`src/rtl/dot_product_pkg.sv`:
```
// dot_product_pkg: shared FSM states and width constants for the dot-product sequencer
package dot_product_pkg;
  typedef enum logic [1:0] {IDLE = 2'd0, FETCH = 2'd1, MAC = 2'd2, WRITE = 2'd3} state_t;
  function automatic int acc_width(input int dw, input int cw);
    return 2 * dw + cw;
  endfunction
  localparam int DEF_DATA_WIDTH = 8;
  localparam int DEF_VEC_LEN    = 8;
  localparam int DEF_CNT_WIDTH  = 3;
  localparam int DEF_ACC_WIDTH  = acc_width(DEF_DATA_WIDTH, DEF_CNT_WIDTH);
endpackage

```
`src/rtl/dot_product_ctrl_if.sv`:
```
// dot_product_ctrl_if: operand FIFO read ports, result FIFO write port and status
interface dot_product_ctrl_if
  import dot_product_pkg::*;
#(
  parameter int DATA_WIDTH = DEF_DATA_WIDTH,
  parameter int ACC_WIDTH  = DEF_ACC_WIDTH
);
  logic                  start;
  logic                  a_empty;
  logic                  a_rd_en;
  logic [DATA_WIDTH-1:0] a_data;
  logic                  b_empty;
  logic                  b_rd_en;
  logic [DATA_WIDTH-1:0] b_data;
  logic                  res_full;
  logic                  res_wr_en;
  logic [ACC_WIDTH-1:0]  res_data;
  logic                  busy;
  logic                  done;
  modport master (
    input  start, a_empty, a_data, b_empty, b_data, res_full,
    output a_rd_en, b_rd_en, res_wr_en, res_data, busy, done
  );
  modport slave (
    output start, a_empty, a_data, b_empty, b_data, res_full,
    input  a_rd_en, b_rd_en, res_wr_en, res_data, busy, done
  );
endinterface

```
`src/rtl/dot_product_ctrl_mac_unit.sv`:
```
// mac_unit: registered unsigned multiply-accumulate with synchronous clear
module mac_unit
  import dot_product_pkg::*;
#(
  parameter int DATA_WIDTH = DEF_DATA_WIDTH,
  parameter int ACC_WIDTH  = DEF_ACC_WIDTH
) (
  input  logic                  clk,
  input  logic                  rstn,
  input  logic                  clr,
  input  logic                  en,
  input  logic [DATA_WIDTH-1:0] a,
  input  logic [DATA_WIDTH-1:0] b,
  output logic [ACC_WIDTH-1:0]  acc
);
  logic [2*DATA_WIDTH-1:0] prod;
  logic [ACC_WIDTH-1:0]    acc_d, acc_q;
  // full-width product zero-extended into the accumulator; clear wins over enable
  always_comb begin
    prod  = {{DATA_WIDTH{1'b0}}, a} * {{DATA_WIDTH{1'b0}}, b};
    acc_d = clr ? '0 : en ? acc_q + {{(ACC_WIDTH-2*DATA_WIDTH){1'b0}}, prod} : acc_q;
  end
  // accumulator register
  always_ff @(posedge clk or negedge rstn)
    if (!rstn) acc_q <= '0;
    else       acc_q <= acc_d;
  assign acc = acc_q;
endmodule

```
`src/rtl/dot_product_ctrl.sv`:
```
// dot_product_ctrl: pops paired operands, accumulates VEC_LEN products, pushes the sum
module dot_product_ctrl
  import dot_product_pkg::*;
#(
  parameter int DATA_WIDTH = DEF_DATA_WIDTH,
  parameter int VEC_LEN    = DEF_VEC_LEN,
  parameter int CNT_WIDTH  = DEF_CNT_WIDTH,
  parameter int ACC_WIDTH  = acc_width(DATA_WIDTH, CNT_WIDTH)
) (
  input logic clk,
  input logic rstn,
  dot_product_ctrl_if.master bus
);
  state_t               state_d, state_q;
  logic [CNT_WIDTH-1:0] cnt_d, cnt_q;
  logic                 pop, push, clr, last;
  // next state, element counter and FIFO strobes; both operand FIFOs pop only together
  always_comb begin
    state_d = state_q;
    cnt_d   = cnt_q;
    clr     = 1'b0;
    pop     = (state_q == FETCH) && !bus.a_empty && !bus.b_empty;
    push    = (state_q == WRITE) && !bus.res_full;
    last    = cnt_q == CNT_WIDTH'(VEC_LEN - 1);
    case (state_q)
      IDLE:  if (bus.start) begin
               state_d = FETCH;
               cnt_d   = '0;
               clr     = 1'b1;
             end
      FETCH: if (pop) state_d = MAC;
      MAC:   begin
               state_d = last ? WRITE : FETCH;
               cnt_d   = last ? cnt_q : cnt_q + CNT_WIDTH'(1);
             end
      WRITE: if (push) state_d = IDLE;
      default: state_d = IDLE;
    endcase
  end
  // state and counter registers
  always_ff @(posedge clk or negedge rstn)
    if (!rstn) begin
      state_q <= IDLE;
      cnt_q   <= '0;
    end else begin
      state_q <= state_d;
      cnt_q   <= cnt_d;
    end
  mac_unit #(.DATA_WIDTH(DATA_WIDTH), .ACC_WIDTH(ACC_WIDTH)) u_mac (
    .clk  (clk),
    .rstn (rstn),
    .clr  (clr),
    .en   (state_q == MAC),
    .a    (bus.a_data),
    .b    (bus.b_data),
    .acc  (bus.res_data)
  );
  assign bus.a_rd_en   = pop;
  assign bus.b_rd_en   = pop;
  assign bus.res_wr_en = push;
  assign bus.done      = push;
  assign bus.busy      = state_q != IDLE;
endmodule

```
`src/flat_wrapper.sv`:
```
// flat-port wrapper written by rule: the top's interface ports become plain ports
module dot_product_ctrl_flat import dot_product_pkg::*;
#(
  parameter int DATA_WIDTH = DEF_DATA_WIDTH,
  parameter int VEC_LEN    = DEF_VEC_LEN,
  parameter int CNT_WIDTH  = DEF_CNT_WIDTH,
  parameter int ACC_WIDTH  = acc_width(DATA_WIDTH, CNT_WIDTH)
)
  (clk, rstn, bus_start, bus_a_empty, bus_a_data, bus_b_empty, bus_b_data, bus_res_full, bus_a_rd_en, bus_b_rd_en, bus_res_wr_en, bus_res_data, bus_busy, bus_done);
  dot_product_ctrl_if #(.DATA_WIDTH(DATA_WIDTH), .ACC_WIDTH(ACC_WIDTH)) bus_i ();
  input logic clk;
  input logic rstn;
  input wire logic [$bits(bus_i.start)-1:0] bus_start;
  input wire logic [$bits(bus_i.a_empty)-1:0] bus_a_empty;
  input wire logic [$bits(bus_i.a_data)-1:0] bus_a_data;
  input wire logic [$bits(bus_i.b_empty)-1:0] bus_b_empty;
  input wire logic [$bits(bus_i.b_data)-1:0] bus_b_data;
  input wire logic [$bits(bus_i.res_full)-1:0] bus_res_full;
  output wire logic [$bits(bus_i.a_rd_en)-1:0] bus_a_rd_en;
  output wire logic [$bits(bus_i.b_rd_en)-1:0] bus_b_rd_en;
  output wire logic [$bits(bus_i.res_wr_en)-1:0] bus_res_wr_en;
  output wire logic [$bits(bus_i.res_data)-1:0] bus_res_data;
  output wire logic [$bits(bus_i.busy)-1:0] bus_busy;
  output wire logic [$bits(bus_i.done)-1:0] bus_done;
  assign bus_i.start = bus_start;
  assign bus_i.a_empty = bus_a_empty;
  assign bus_i.a_data = bus_a_data;
  assign bus_i.b_empty = bus_b_empty;
  assign bus_i.b_data = bus_b_data;
  assign bus_i.res_full = bus_res_full;
  assign bus_a_rd_en = bus_i.a_rd_en;
  assign bus_b_rd_en = bus_i.b_rd_en;
  assign bus_res_wr_en = bus_i.res_wr_en;
  assign bus_res_data = bus_i.res_data;
  assign bus_busy = bus_i.busy;
  assign bus_done = bus_i.done;
  dot_product_ctrl #(.DATA_WIDTH(DATA_WIDTH), .VEC_LEN(VEC_LEN), .CNT_WIDTH(CNT_WIDTH), .ACC_WIDTH(ACC_WIDTH)) u_core (.clk(clk), .rstn(rstn), .bus(bus_i));
endmodule
```
`config.mk`:
```
export PLATFORM = sky130hd
export DESIGN_NAME = dot_product_ctrl_flat
export DESIGN_NICKNAME = d
export VERILOG_FILES = /design/src/rtl/dot_product_pkg.sv /design/src/rtl/dot_product_ctrl_if.sv /design/src/rtl/dot_product_ctrl_mac_unit.sv /design/src/rtl/dot_product_ctrl.sv /design/src/flat_wrapper.sv
export SDC_FILE = /design/constraint.sdc
export NUM_CORES = 1
export LEC_CHECK = 0
export CORE_ASPECT_RATIO = 1.1
export CORE_MARGIN = 4
export CORE_UTILIZATION = 51
export CTS_CLUSTER_SIZE = 10
export DETAILED_ROUTE_END_ITERATION = 8
export PLACE_DENSITY_LB_ADDON = 0.25
export REMOVE_ABC_BUFFERS = 1
export SLEW_MARGIN = 20
export SYNTH_ARGS = -nofsm -noshare
export SYNTH_HDL_FRONTEND = slang
export SYNTH_SLANG_ARGS = --single-unit
```
`constraint.sdc`:
```
create_clock -name clk -period 6 [get_ports clk]
set_input_delay 0.9 -clock clk [delete_from_list [all_inputs] [get_ports clk]]
set_output_delay 0.9 -clock clk [all_outputs]
set_load 0.05 [all_outputs]
```
Word level (Yosys, flattened, before mapping) --
Index checks and enable logic that the tools add are counted.
Storage, ports and cells: word-level logic and storage cells 38, output and inout bits 24, register bits 24, input port bits 22
Operators by class: mux-type cells 12, add/subtract/negate cells 2, equal/unequal tests 8, reduce and logical (&&, ||, !) cells 12, multipliers 1
Operator list (number):
- $mux 19 | 2
- $add 19x16->19 | 1
- $mul 8x8->16 | 1
- $mux 2 | 4
- $ne 2x2->1 const B | 4
- $pmux 2 s4 | 1
- $mux 3 | 2
- $pmux 3 s2 | 1
- $reduce_and 3->1 | 2
- $reduce_bool 2->1 | 3
- $eq 2x2->1 const B | 2
- $add 3x1->3 const B | 1
- $eq 3x3->1 const B | 1
- $logic_and 1x1->1 | 3
- $logic_not 1->1 | 3
- $eq 2x1->1 const B | 1
- $logic_not 2->1 | 1
- $mux 1 | 2

Logic depth before layout (Yosys ltp) --
Gate-level depths: netlist (run 1).
word-level depth 5, depth in mapped cells 17, gate-level depth less buffers 16

Modules after synthesis --
A second synthesis (run 1) with hierarchy kept.
Second synthesis, totals: cells, all modules 445, area total of the unflattened synthesis 3888.7 sq um
Modules (own cells, without submodules):
- mac_unit | area each 3552.2 sq um, sequential area each 475.5 sq um, cells each 408, times used 1
- dot_product_ctrl | area each 336.6 sq um, sequential area each 125.1 sq um, cells each 37, times used 1

Worst setup path before layout (run 1) --
OpenSTA, ideal clock, no wires.
path kind input to register, start point input port bus_a_data[3], end point register u_core.u_mac.acc_q[18] (netlist: u_core.u_mac.acc[18]), arrival time 4623 ps, stages on the path 14, buffers on the path 0, slack 1293 ps, required time 5916 ps, setup time 84 ps, cell sequence and2_1 -> fa_1 -> fa_1 -> fa_1 -> inv_1 -> fa_1 -> inv_1 -> ha_1 -> a21oi_2 -> inv_2 -> a221oi_4 -> a21boi_2 -> o31ai_2 -> mux2i_1
On the way: cells in the longest elaborated chain, start to end 4
RTL lines:
- start: declaration | RTL line flat_wrapper.sv:15 | input wire logic [$bits(bus_i.a_data)-1:0] bus_a_data;
- $mul 8x8->16 | RTL line dot_product_ctrl_mac_unit.sv:20 | prod = {{DATA_WIDTH{1'b0}}, a} * {{DATA_WIDTH{1'b0}}, b};
- $add 19x16->19 | RTL line dot_product_ctrl_mac_unit.sv:21 | acc_d = clr ? '0 : en ? acc_q + {{(ACC_WIDTH-2*DATA_WIDTH){1'b0}}, prod} : acc_q;
- $mux 19 (2 in a row) | RTL line dot_product_ctrl_mac_unit.sv:21
- end signal: assignment | RTL line dot_product_ctrl_mac_unit.sv:25 | if (!rstn) acc_q <= '0;
- end signal: assignment | RTL line dot_product_ctrl_mac_unit.sv:26 | else acc_q <= acc_d;
- end: declaration | RTL line dot_product_ctrl_mac_unit.sv:17 | logic [ACC_WIDTH-1:0] acc_d, acc_q;
Every way passes these cells. The select of a mux whose other input is x is not followed. A chain may end at the register's enable or synchronous reset.

Worst setup path in the final report (run 1) --
start point input port bus_a_data[4], end point register u_core.u_mac.acc_q[17] (netlist: u_core.u_mac.acc[17])
Same word-level chain as after synthesis.

==> flow_metrics.env, run 1 <==
export IMPL_ys_seq_area_share_pct=16.3
export IMPL_synth_distinct_cells=45
export IMPL_power_mw=1.93
export IMPL_cap_violations=0
export IMPL_cts_made_buffers=3
export IMPL_outcome="finished clean"
export IMPL_syn_instance_count=414
export IMPL_drc_errors=0
export IMPL_area_growth_pct=16.0
export IMPL_end_kind="register"
export IMPL_synthTopCellsByCount="99 x inv_1, 50 x fa_1, 50 x nand2_1"
export IMPL_antenna_found_initial=0
export IMPL_seqPwrFrac_pct=13.5
export IMPL_synthAdderAreaFrac_pct=41.8
export IMPL_synth_top_family_by_area="adder cells"
export IMPL_power_density_mw_per_mm2=452
export IMPL_core_area_mm2=0.00701
export IMPL_fin_skew_ns=0.0112
export IMPL_nFillCells=663
export IMPL_synth_compound_area_share_pct=11.7
export IMPL_max_freq_mhz=186
export IMPL_clock_sinks=24
export IMPL_path_class="primary input to register"
export IMPL_cts_root_buf="clkbuf_8"
export IMPL_hold_buffers=0
export IMPL_power_leakage_nw=2.21
export IMPL_grt_max_degree=25
export IMPL_post_route_period_util_pct=89.4
export IMPL_drt_iter0_drc=78
export IMPL_hp_start="u_core.u_mac.acc[18]$_DFFE_PN0P_"
export IMPL_hpwl_um=6850
export IMPL_holdPathStages=1
export IMPL_yosysTopAreaCell="fa_1"
export IMPL_rsz0062_at_grt="false"
export IMPL_setup_viol=0
export IMPL_sw_frac_of_total_pct=54.0
export IMPL_synth_xor_area_share_pct=2.38
export IMPL_syn_cell_area_mm2=0.00368
export IMPL_die_w_um=89.0
export IMPL_cp_arrival_ns=5.59
export IMPL_overflow=0
export IMPL_r2r_end="u_core.u_mac.acc[14]$_DFFE_PN0P_"
export IMPL_critical_path_peak_fanout=8
export IMPL_yosysMostFrequentCell="inv_1"
export IMPL_synth_simple_area_share_pct=15.8
export IMPL_r2r_start="u_core.u_mac.acc[7]$_DFFE_PN0P_"
export IMPL_worst_ep_required_time_ns=6.22
export IMPL_yosys_area_top_type_share_pct=27.2
export IMPL_startpoint="bus_a_data[4]"
export IMPL_synthTopCellsByArea="fa_1 27%, dfrtp_1 16%, ha_1 15%"
export IMPL_r2r_cells=15
export IMPL_holdCritPathClass="register to register"
export IMPL_clk_pin_slew_worst_paths_ns=0.10
export IMPL_fp_dieH_um=97.1
export IMPL_startpoint_type="primary input"
export IMPL_combinationalPowerShare_pct=80.5
export IMPL_p_sw_mw=1.04
export IMPL_post_cts_buffers=0
export IMPL_tns_ns=0
export IMPL_min_to="u_core.u_mac.acc[18]$_DFFE_PN0P_"
export IMPL_yosysWarningCount=0
export IMPL_firstDrtPassIters=4
export IMPL_clkPwrFrac_pct=6.0
export IMPL_nets=573
export IMPL_drtAntennaViolNets=0
export IMPL_p_int_mw=0.888
export IMPL_rows=32
export IMPL_gp_congestion=0.890
export IMPL_clockBufferDepth=2
export IMPL_synth_edf_count=0
export IMPL_cts_tree="yes"
export IMPL_rrSetupSlack_ns=1.70
export IMPL_hold_viol_final=0
export IMPL_cts_repair_resized=0
export IMPL_worst_pin_slew_ns=0.854
export IMPL_synthMuxAreaShare_pct=0.849
export IMPL_routed_via_density=5.18
export IMPL_vdd_ir_drop_max_mv=0.268
export IMPL_grt_pass1_vias=2942
export IMPL_numPortBuffers=45
export IMPL_n_antenna_cell=0
export IMPL_ys_ff_latch=24
export IMPL_start_util_pct=52.6
export IMPL_avgSynthCellArea_um2=8.90
export IMPL_synthFlopType="dfrtp_1"
export IMPL_period_needed_ns=5.36
export IMPL_drive_above_1_share_pct=4.38
export IMPL_wl_per_cell_um=15.2
export IMPL_grt_pass1_wl_um=14400
export IMPL_floorplan_die_area_mm2=0.00865
export IMPL_finalMaxSlewViolations=0
export IMPL_via_count=2809
export IMPL_ios=46
export IMPL_async_reset_ff_share_pct=100
export IMPL_slew_headroom_pct=42.9
export IMPL_htree_levels=1
export IMPL_track_usage_pct=20.8
export IMPL_routed_wl_um=8240
export IMPL_insertion_delay_ns=0.28
-- cells by family after synthesis --
family	after synthesis
mux	3
buf+inv	108
flops	24
compound gates	59
xor+xnor	10
fa+ha+maj	93
simple gates	117
-- worst max-delay path, cell delays in order --
cell and delay (ns):
clkdlybuf4s50_1 0.60, and2_1 0.28, fa_1 0.49, fa_1 0.53, fa_1 0.55, inv_1 0.06, fa_1 0.53, inv_1 0.04
ha_1 0.36, a211oi_1 0.33, o211ai_1 0.17, a31oi_2 0.22, o31ai_1 0.13, nor4b_1 0.27, a211o_1 0.14
-- registers in the layout, indices dropped and copies added (netlist names) --
name	cells
u_core.u_mac.acc	19
u_core.cnt_q	3
u_core.state_q	2
-- metrics by stage --
step	hold WS, ns	instance area (um^2)	setup slack (ns)	utilization [%]	cells
5_1_grt	0.537	4270	0.343	61.0	542
3_5_place_dp	0.462	4220	0.358	60.2	538
6_report	0.484	4270	0.637	61.0	542
2_1_floorplan	0.470	3640	1.29	-	406
3_3_place_gp	0.467	4220	0.436	60.2	538
4_1_cts	0.488	4270	0.632	61.0	542
-- metal layers --
layer,routed length [um],vias to the layer above,GRT usage (%)
met3,234,9,1.61
met4,93,0,4.35
li1,-,1379,-
met5,0,-,0
met2,3960,50,32.8
met1,3940,1371,31.3
-- worst max path at each step --
stage                                            end  slack, ns  cells after the start
floorplan           u_core.u_mac.acc[18]$_DFFE_PN0P_       1.29                     14
global placement    u_core.u_mac.acc[18]$_DFFE_PN0P_       0.44                     15
detailed placement  u_core.u_mac.acc[18]$_DFFE_PN0P_       0.36                     15
CTS                 u_core.u_mac.acc[17]$_DFFE_PN0P_       0.63                     15
global route        u_core.u_mac.acc[14]$_DFFE_PN0P_       0.34                     16
finish              u_core.u_mac.acc[17]$_DFFE_PN0P_       0.64                     15
-- cell usage in the layout, fill, tap and decap left out, drive strengths merged, types with 7 or more instances in the layout --
cell type | netlist | layout
nand2 | 50 | 50
fa | 50 | 50
clkdlybuf4s50 | 0 | 45
a21oi | 11 | 11
inv | 100 | 100
dfrtp | 24 | 24
nor2 | 9 | 9
o21ai | 19 | 19
a22o | 10 | 10
ha | 43 | 43
and2 | 36 | 36
nor3 | 7 | 7
-- final cells by class --
class | instances | area, um^2 | area share (%)
Clock buffer | 4 | 55.1 | 1.29
Inverter | 100 | 375 | 8.79
Multi-Input combinational cell | 282 | 2670 | 62.5
Sequential cell | 24 | 601 | 14.1
Tap cell | 85 | 106 | 2.49
Timing Repair Buffer | 47 | 465 | 10.9
-- power by group through the flow --
stage / logic, mW / registers, mW / clock network [mW]
final: 1.55 / 0.261 / 0.116
after global routing: 1.75 / 0.270 / 0.128
after CTS: 1.57 / 0.262 / 0.119
after detailed placement: 1.55 / 0.264 / 0
after global placement: 1.52 / 0.262 / 0
after floorplan: 1.06 / 0.381 / 0
(Power assumes the default switching activity.)
==> inputs of run 2 (changes only) <==
--- a/config.mk
+++ b/config.mk
@@ -7,7 +7,7 @@
 export LEC_CHECK = 0
 export CORE_ASPECT_RATIO = 1.1
 export CORE_MARGIN = 4
-export CORE_UTILIZATION = 51
+export CORE_UTILIZATION = 35
 export CTS_CLUSTER_SIZE = 10
 export DETAILED_ROUTE_END_ITERATION = 8
 export PLACE_DENSITY_LB_ADDON = 0.25
==> constraint.sdc (replaced) <==
create_clock -name clk -period 5.7 [get_ports clk]
set_input_delay 0.57 -clock clk [delete_from_list [all_inputs] [get_ports clk]]
set_output_delay 0.57 -clock clk [all_outputs]
set_load 0.05 [all_outputs]
==> run 2 against run 1 <==
Clock skew decreased by 0.0090 ns; largest cell class unchanged; sequential cell count unchanged; die area increased by 41%; sequential share of layout area decreased by 0.39 points; critical endpoint is now u_core.u_mac.acc[18]$_DFFE_PN0P_; count of clock-buffer cells in the layout decreased by 1.
==> flow_metrics.env, run 2 (synthesized netlist as in run 1, its figures left out) <==
export IMPL_die_w_um=106
export IMPL_insertion_delay_ns=0.27
export IMPL_core_area_mm2=0.0103
export IMPL_grtUsageMet1_pct=21.0
export IMPL_rrSetupSlack_ns=1.40
export IMPL_pre_cts_slack_ns=0.332
export IMPL_grt_pass1_vias=2987
export IMPL_rows=39
export IMPL_post_route_period_util_pct=89.2
export IMPL_slowest_delay_ns=0.68
export IMPL_antenna_found_initial=0
export IMPL_cts_repair_resized=0
export IMPL_setup_ws_ns=0.618
export IMPL_vdd_ir_drop_max_mv=0.197
export IMPL_critical_path_peak_fanout=8
export IMPL_cp_arrival_ns=5.28
export IMPL_crit_top_cell="fa_1"
export IMPL_cts_root_buf="clkbuf_16"
export IMPL_start_util_pct=35.6
export IMPL_n_antenna_cell=0
export IMPL_outcome="finished clean"
export IMPL_floorplan_die_area_mm2=0.0122
export IMPL_holdPathStages=1
export IMPL_firstDrtPassIters=4
export IMPL_final_area_mm2=0.00439
export IMPL_hold_viol_final=0
export IMPL_use_met3_pct=1.17
export IMPL_slew_headroom_pct=40.9
export IMPL_tns_ns=0
export IMPL_drtAntennaViolNets=0
export IMPL_use_met2_pct=25.5
export IMPL_largest_reg_flops=19
export IMPL_nets=573
export IMPL_final_cell_mix="99 x inv_1, 50 x nand2_1, 50 x fa_1"
export IMPL_crit_path_cell_trace="clkdlybuf4s50_1 -> nand2_1 -> fa_1 -> inv_1 -> fa_1 -> inv_1 -> fa_1 -> fa_1 -> inv_1 -> ha_1 -> and3_1 -> a221oi_4 -> a21boi_2 -> o31ai_2 -> mux2i_1"
export IMPL_rsz0062_at_grt="false"
export IMPL_post_cts_buffers=0
export IMPL_mostFrequentLayoutCell="inv_1"
export IMPL_overflow=0
export IMPL_r2r_end="u_core.u_mac.acc[18]$_DFFE_PN0P_"
export IMPL_routed_via_density=4.65
export IMPL_hpwl_um=6990
export IMPL_routed_wl_um=8520
export IMPL_clockBufferDepth=2
export IMPL_path_class="primary input to register"
export IMPL_drc_errors=0
export IMPL_cap_violations=0
export IMPL_critPathBufInv=4
export IMPL_r2r_cells=15
export IMPL_area_growth_pct=19.3
export IMPL_worst_ep_required_time_ns=5.90
export IMPL_clk_pin_slew_worst_paths_ns=0.07
export IMPL_hold_buffers=0
export IMPL_end_kind="register"
export IMPL_placed_cell_area_mm2=0.00429
export IMPL_cts_tree="yes"
export IMPL_grt_pass1_wl_um=14900
export IMPL_drt_iter0_drc=153
export IMPL_holdCritPathClass="register to register"
export IMPL_power_density_mw_per_mm2=482
export IMPL_period_needed_ns=5.08
export IMPL_critPathTopFamily="adder cells"
export IMPL_utilization_pct=42.5
export IMPL_htree_levels=1
export IMPL_finalMaxSlewViolations=0
export IMPL_gp_congestion=0.808
export IMPL_via_count=2787
export IMPL_max_freq_mhz=197
export IMPL_r2r_start="u_core.u_mac.acc[7]$_DFFE_PN0P_"
export IMPL_setup_viol=0
export IMPL_min_to="u_core.u_mac.acc[18]$_DFFE_PN0P_"
export IMPL_power_mw=2.12
export IMPL_crit_slowest_cell="clkdlybuf4s50_1"
export IMPL_wl_per_cell_um=14.2
export IMPL_fp_dieH_um=116
export IMPL_fin_skew_ns=0.00222
export IMPL_busiest_layer="met2"
export IMPL_ios=46
export IMPL_grt_max_degree=25
export IMPL_power_leakage_nw=2.23
export IMPL_track_usage_pct=15.0
export IMPL_hp_start="u_core.u_mac.acc[18]$_DFFE_PN0P_"
export IMPL_clock_sinks=24
export IMPL_drive_above_1_share_pct=4.38
export IMPL_worst_pin_slew_ns=0.883
export IMPL_numPortBuffers=45
export IMPL_cts_made_buffers=3
export IMPL_startpoint_type="primary input"
==> run 2: worst max-delay path by stage <==
stage | start | slack [ns] | endpoint | cells past startpoint
2_1_floorplan | bus_a_data[3] | 1.32 | u_core.u_mac.acc[18]$_DFFE_PN0P_ | 14
3_3_place_gp | bus_b_data[7] | 0.38 | u_core.u_mac.acc[18]$_DFFE_PN0P_ | 15
3_5_place_dp | bus_a_data[4] | 0.33 | u_core.u_mac.acc[18]$_DFFE_PN0P_ | 15
4_1_cts | bus_a_data[4] | 0.61 | u_core.u_mac.acc[18]$_DFFE_PN0P_ | 15
5_1_grt | bus_b_data[7] | 0.43 | u_core.u_mac.acc[18]$_DFFE_PN0P_ | 16
6_report | bus_a_data[4] | 0.62 | u_core.u_mac.acc[18]$_DFFE_PN0P_ | 15
==> run 2: area by class of cell <==
| cell class | instances | area (um^2) |
|---|---|---|
| timing repair buffer | 47 | 465 |
| clock inverter | 1 | 30.0 |
| sequential | 24 | 601 |
| inverter | 100 | 375 |
| multi-input combinational | 282 | 2670 |
| fill | 1043 | 5950 |
| tap | 143 | 179 |
| clock buffer | 3 | 75.1 |
==> run 2: where the power goes <==
| part | internal (mW) | leakage, nW | switching [mW] | total, mW |
|---|---|---|---|---|
| Clock | 0.140 | 0.0511 | 0.0685 | 0.209 |
| Sequential | 0.223 | 0.324 | 0.0515 | 0.274 |
| Combinational | 0.650 | 1.85 | 0.984 | 1.63 |
==> run 2: layer usage <==
metal	vias to the layer above	wire length, um
met5	-	0
met4	0	100
met3	6	259
met2	53	4140
met1	1353	4020
li1	1375	-
==> run 2: worst reg2reg max path: cells and delay by family (launching register included) <==
family                   cells  cell delay (ns)
AND/OR/NAND/NOR              1             0.13
multiplexers                 1             0.21
flip-flops                   1             0.40
buffers and inverters        4             0.23
AO/OA/AOI/OAI                4             0.85
adder cells (fa/ha/maj)      5             2.40
==> run 2: through the flow <==
step	hold slack [ns]	cells
after global placement	0.475	596
after global routing	0.516	600
after floorplan	0.274	406
after CTS	0.492	600
final	0.487	600
after detailed placement	0.474	596
